### src/rtl/shift_exec_stage.sv
// Two-stage pipelined RV32I shift unit (SLL/SRL/SRA and immediate forms).
// Right shifts reuse the single left shifter by bit-reversing operand and result.

module shift_left32 (
    input  logic [31:0] data,
    input  logic [4:0]  shamt,
    input  logic        mode,
    output logic [31:0] res
);
    logic [31:0] v;

    // Log-depth barrel shifter; mode=1 rotates instead of zero-filling.
    always_comb begin
        v = data;
        for (int i = 0; i < 5; i++) begin
            if (shamt[i])
                v = (v << (1 << i)) | (mode ? (v >> (32 - (1 << i))) : 32'h0);
        end
        res = v;
    end
endmodule

module shift_exec_stage #(
    parameter int TAG_W = 5,
    parameter int CNT_W = 16
) (
    input  logic             clk,
    input  logic             rst,
    input  logic             flush,
    input  logic             in_valid,
    output logic             in_ready,
    input  logic [1:0]       in_op,
    input  logic [31:0]      in_a,
    input  logic [31:0]      in_b,
    input  logic             in_imm_sel,
    input  logic [4:0]       in_imm,
    input  logic [TAG_W-1:0] in_tag,
    output logic             out_valid,
    input  logic             out_ready,
    output logic [31:0]      out_res,
    output logic [TAG_W-1:0] out_tag,
    output logic             out_err,
    output logic [CNT_W-1:0] retired
);
    localparam logic [1:0] OP_SLL = 2'b00;
    localparam logic [1:0] OP_SRL = 2'b01;
    localparam logic [1:0] OP_SRA = 2'b11;

    logic             s1_valid;
    logic [1:0]       s1_op;
    logic [31:0]      s1_a;
    logic [4:0]       s1_sh;
    logic [TAG_W-1:0] s1_tag;
    logic             s2_valid;
    logic             adv1, adv2, accept;
    logic [31:0]      shl_in, shl_out, srl_res, fill, res_c;
    logic             err_c;
    logic             unused_b;

    function automatic logic [31:0] rev32(input logic [31:0] x);
        logic [31:0] r;
        for (int i = 0; i < 32; i++) r[i] = x[31-i];
        return r;
    endfunction

    assign unused_b  = ^in_b[31:5];
    assign adv2      = !s2_valid || out_ready;
    assign adv1      = !s1_valid || adv2;
    assign in_ready  = adv1 && !flush && !rst;
    assign accept    = in_valid && in_ready;
    assign out_valid = s2_valid;

    // S1 resolves the shamt source at capture so later stages see one amount.
    always_ff @(posedge clk) begin
        if (rst || flush)
            s1_valid <= 1'b0;
        else if (adv1)
            s1_valid <= accept;
        if (accept) begin
            s1_op  <= in_op;
            s1_a   <= in_a;
            s1_sh  <= in_imm_sel ? in_imm : in_b[4:0];
            s1_tag <= in_tag;
        end
    end

    // op[0] is set for both right shifts.
    assign shl_in  = s1_op[0] ? rev32(s1_a) : s1_a;
    assign srl_res = rev32(shl_out);

    shift_left32 u_shl (
        .data  (shl_in),
        .shamt (s1_sh),
        .mode  (1'b0),
        .res   (shl_out)
    );

    // Sign fill for SRA covers the top sh bits, i.e. ~(all-ones >> sh).
    always_comb begin
        fill  = '0;
        res_c = s1_a;
        err_c = 1'b0;
        for (int i = 0; i < 32; i++) fill[i] = (i + int'(s1_sh)) > 31;
        case (s1_op)
            OP_SLL:  res_c = shl_out;
            OP_SRL:  res_c = srl_res;
            OP_SRA:  res_c = srl_res | (s1_a[31] ? fill : 32'h0);
            default: err_c = 1'b1;
        endcase
    end

    always_ff @(posedge clk) begin
        if (rst) begin
            s2_valid <= 1'b0;
            out_res  <= '0;
            out_tag  <= '0;
            out_err  <= 1'b0;
        end else if (flush) begin
            s2_valid <= 1'b0;
        end else if (adv2) begin
            s2_valid <= s1_valid;
            if (s1_valid) begin
                out_res <= res_c;
                out_tag <= s1_tag;
                out_err <= err_c;
            end
        end
    end

    // A hand-off in a flush cycle still counts; only rst clears the count.
    always_ff @(posedge clk) begin
        if (rst)
            retired <= '0;
        else if (s2_valid && out_ready)
            retired <= retired + CNT_W'(1);
    end
endmodule

### config.mk
export PLATFORM = sky130hd
export DESIGN_NAME = shift_exec_stage
export DESIGN_NICKNAME = d
export VERILOG_FILES = /design/src/rtl/shift_exec_stage.sv
export SDC_FILE = /design/constraint.sdc
export NUM_CORES = 1
export LEC_CHECK = 0
export ABC_AREA = 1
export CORE_UTILIZATION = 54
export CTS_BUF_LIST = sky130_fd_sc_hd__clkbuf_4 sky130_fd_sc_hd__clkbuf_8
export DETAILED_ROUTE_END_ITERATION = 10
export PLACE_DENSITY = 0.84
export SLEW_MARGIN = 25
export SYNTH_ARGS = -nofsm -noshare
export SYNTH_HDL_FRONTEND = slang
export SYNTH_SLANG_ARGS = --single-unit
### constraint.sdc
create_clock -name clk -period 4.52 [get_ports clk]
set_input_delay 0.678 -clock clk [delete_from_list [all_inputs] [get_ports clk]]
set_output_delay 0.678 -clock clk [all_outputs]
set_load 0.005 [all_outputs]
==> Word level (Yosys, flattened, before mapping) <==
Index checks and enable logic that the tools add are counted.
{ "word_totals": {"ff_bits": 100, "latchBits": 0, "ramBits": 0, "mem_bits_ro": 0, "out_inout_bits": 56, "word_cells": 103, "mem_count": 0} }
{ "op_classes": {"add_sub_neg": 32, "n_mul": 0, "div": 0, "order_cmp": 32, "n_eq_ne": 2, "shifts": 0, "n_mux": 10, "bitwise_logic": 2, "n_reduce_logical": 15} }
{ "ops": {"columns": ["op", "count"], "rows": [
  ["$mux 32", 7],
  ["$gt 6x5->1 const B", 31],
  ["$add 5x5->6 const A", 16],
  ["$pmux 32 s3", 1],
  ["$add 4x5->6 const A", 8],
  ["$or 32x32->32", 1],
  ["$add 3x5->6 const A", 4],
  ["$add 16x1->16 const B", 1],
  ["$add 2x5->6 const A", 2],
  ["$add 1x5->6 const A", 1],
  ["$gt 5x5->1 const B", 1],
  ["$mux 5", 1],
  ["$logic_and 1x1->1", 4],
  ["$logic_not 1->1", 4],
  ["$logic_or 1x1->1", 3],
  ["$reduce_and 3->1", 1],
  ["$reduce_or 3->1", 1],
  ["$eq 2x1->1 const B", 1],
  ["$eq 2x2->1 const B", 1],
  ["$logic_not 2->1", 1],
  ["$reduce_or 2->1", 1],
  ["$mux 1", 1],
  ["$not 1->1", 1]
]} }

==> Logic depth before layout (Yosys ltp) <==
{ "logic_depth": {"word_depth": 8, "depth_mapped": 16, "ltp_nobuf": 15} }

==> Modules after synthesis <==
Synthesis repeated with hierarchy kept, for this count alone.
{ "hier_totals": {"hier_cells": 1030, "hier_area_um2": 6922.9} }
{ "modules_own_cells": {"columns": ["module", "instances", "cells_per_inst", "area_each_um2"], "rows": [
  ["shift_exec_stage", 1, 601, 4917.2],
  ["shift_left32", 1, 429, 2005.7]
]} }

==> Worst setup path before layout <==
Ideal clock, no wire load.
{ "synth_path": {"kind": "input port to flip-flop", "startpoint": "input rst", "endpoint": "register s1_a[0] (enable)", "setup_time_ns": 0.446, "arrival_time_ns": 2.909, "required_time_ns": 4.074, "setup_slack_ns": 1.165, "path_stages": 4, "path_buffers": 1, "path_cell_list": "clkbuf_1 -> nor2_1 -> nand2_1 -> nor2_1"} }
{ "synth_via": {"elab_chain_cells": 3} }
{ "synth_rtl": {"columns": ["element", "line", "rtl"], "rows": [
  ["from (decl)", "28", "input logic rst,"],
  ["$logic_not 1->1", "69", "assign in_ready = adv1 && !flush && !rst;"],
  ["$logic_and 1x1->1", "69", null],
  ["$logic_and 1x1->1", "70", "assign accept = in_valid && in_ready;"],
  ["net accept", "55", "logic adv1, adv2, accept;"],
  ["to (signal assigned)", "81", "s1_a <= in_a;"],
  ["to (decl)", "51", "logic [31:0] s1_a;"]
]} }
The timed path passes the listed nets, and every way through them passes these cells.
A chain may end at the register's enable or synchronous reset.

==> Worst setup path after layout <==
{ "layout_path": {"startpoint": "input rst", "endpoint": "output in_ready"} }
{ "layout_via": {"elab_chain_cells": 2} }
{ "layout_rtl": {"columns": ["element", "line", "rtl"], "rows": [
  ["$logic_not 1->1", "69", null],
  ["$logic_and 1x1->1", "69", null],
  ["to (decl)", "31", "output logic in_ready,"]
]} }
Every way passes these cells.

==> results.md <==
* Hold_sp: retired[15]
* Post-synthesis sequential area ratio at 0.3675
* Slew of the pin with the lowest slew margin at 1.029 ns
* Post-synth net total at 1047
* CTS Buffer Depth at 2
* Kind of critical path: primary input to output port
* Largest net degree at the start of global routing at 44
* Minimum clock period after layout at 2.922 ns
* Worst R2R Start: s1_sh[4]
* Placed Cells at 1171
* CTS Buf Count at 9
* Compound-Gate Fraction of Synth Area at 0.1297
* Num ports at 138
* Outcome: finished, final reports clean
* CTS tree: built
* Crit path top cell by count: clkdlybuf4s50_1
* Num rows at 40
* YS warnings at 0
* Global route overflow at 0
* CTS H-tree lvls at 3
* Clock root cell: clkbuf_8
* Vias at 7223
* Wirelength, routed at 22780 um
* P_leak at 3.310 nW
* Achievable Freq at 0.3423 GHz
* DRC violations left at 0
* Starting Density at 0.5532
* Crit-path cells: clkdlybuf4s50_1, nor2_1, nand2_1, inv_1, clkdlybuf4s50_1
* Final setup vio count at 0
* Req. time, crit path at 3.84 ns
* Syn_area_per_cell at 6.944 um2
* IR Drop Worst-Case VDD at 0.2609 mV
* TNS Setup at 0 ns
* Port buffer count at 110
* Drt via density at 6.085
* Cell area power density at 239.9 nW/um2
* GRT Total Usage at 0.3669
* Synth Instances at 957
* Skew final at 0.01064 ns
* Peak fanout along the critical path at 9
* Worst path slowest cell: clkdlybuf4s50_1
* Gpl congestion at 1.014
* Largest delay share family, worst path: buffers and inverters
* Reg clk slew, reported paths at 0.10 ns
* Simple-Gate Fraction of Synth Area at 0.3886
* Router iterations before antenna repair at 8
* Commonest cells post-synth: nand3_1, nand2_1, a21oi_1
* Post-synth EDFFs at 44
* CP Buf/Inv Count at 3
* Die X at 112.9 um
* Combinational family with the most area after synthesis: simple AND/OR/NAND/NOR gates
* Clock latency on the worst-skew pair at 0.39 ns
* Layout Nets at 1125
* Global-route wire length before repair at 35720 um
* Xor/xnor cell area share of the yosys netlist at 0
* Multiplexer share of the synthesized area at 0.008473
* Crit share post-route at 0.6464
* Die H at 112.9 um
* Share of cells above drive strength 1 at 0.08077
* Source of the critical timing path: rst
* Count leader, synth: nand3_1
* Synth Register Bits at 100
* Num Clock Sinks at 100
* Non-Filler Instances at 1187
* Post-Synth Adder-Cell Area at 0.01506
* WP data arrival at 2.24 ns
* Antenna cells at 0
* Max-slew headroom at 0.3139
* Routed WL per cell at 19.19 um
* Synth area leader: edfxtp_1
* Area grow syn2layout at 19.15%
* Fin. max-slew vios at 0
* Critical Path End Type: output port
* Initial DRC count at 796
* Primary FF master, synth: dfxtp_1
* Final hold vios at 0
* Top cells by area, synth: edfxtp_1, dfxtp_1, nand3_1
* Max-cap violations at 0
* Hold buffers post-CTS at 0
* Yosys top cell area share at 0.1988
* Power after layout at 0.001899 W
* Synth unique cells at 43
* Core area at 12010 um2
* Post-CTS sizing at 0
* Post-Syn Area at 6645 um2
* Async set-reset flop share out of synthesis at 0
* Crit start category: primary input
* Antenna violations before repair at 0
* RSZ-0062 raised after global routing: false
* Crit path largest cell delay at 0.63 ns
* Vias in the first global route at 6585
* DP HPWL at 16970 um
* Post-CTS Setup Inserts at 0
* Die Footprint at 12750 um2
* Min-Delay Path Class: flip-flop to flip-flop
* Utilization after layout at 0.6592
* Antenna Violating Nets Remaining at 0
registers in the layout, indices dropped and copies added, names as in the netlist:
name       cells
out_err        1
s1_sh          5
retired       16
s1_a          32
s1_valid       1
s1_tag         5
out_valid      1
out_tag        5
out_res       32
s1_op          2
final timing paths:
path,endpoint,slack [ns],cells after the start
max,in_ready,1.60,5
min,retired[15],0.47,2
max reg2reg,out_res[0],1.62,9
min reg2reg,retired[15],0.47,2
power by group:
group	switching (W)	internal [W]
Sequential	0.0000231	0.000970
Clock	0.000366	0.000224
Combinational	0.000187	0.000130
Total	0.000576	0.00132
tightest hold or removal path, cell delays in order, from the launching register on:
cell     delay, ns
dfxtp_1       0.33
inv_1         0.06
a21oi_1       0.05
placed cells by master, fill, tap and decap left out, types with 5 or more instances in the layout:
cell type,synthesis,final
a21oi_1,77,77
inv_1,61,61
o21ai_1,5,5
dfxtp_1,56,56
nor3_1,9,9
ha_1,8,8
nand2_2,11,11
buf_4,2,11
o21ai_0,68,68
nand4_1,5,5
nand2_1,214,214
nand3_1,219,219
mux2_2,5,5
inv_2,5,5
clkdlybuf4s50_1,0,110
clkbuf_8,0,9
edfxtp_1,44,44
nor2_1,67,66
nand3_2,15,15
layer usage:
metal / track usage / part of all wire / up-vias
li1: - / - / 3411
met2: 0.5601 / 0.44 / 442
met5: 0 / 0 / -
met3: 0.07284 / 0.097 / 70
met1: 0.5067 / 0.43 / 3300
met4: 0.1596 / 0.041 / 0
per-stage QoR:
step	worst slack (ns)	area [um2]	hold WS, ns
after floorplan	1.165	6645	0.4474
after global placement	1.601	7690	0.4514
after detailed placement	1.578	7717	0.4616
after CTS	1.606	7918	0.4783
after global routing	1.510	7918	0.5163
final	1.598	7918	0.4748
cell families (layout without fill, tap and decap cells):
logic type / count (synthesis) / in the layout
compound gates: 164 / 164
fa+ha+maj: 8 / 8
buf+inv: 123 / 206
flops: 100 / 100
mux: 5 / 5
simple gates: 557 / 557
final cells by class:
cell class	instances	area, um2
multi-input combinational	734	3615
tap	147	183.9
sequential	100	2442
fill	1073	4094
inverter	68	265.3
clock buffer	10	131.4
timing repair buffer	122	1211
clock inverter	6	68.82
Note: power is estimated with default switching activity, not from simulation.
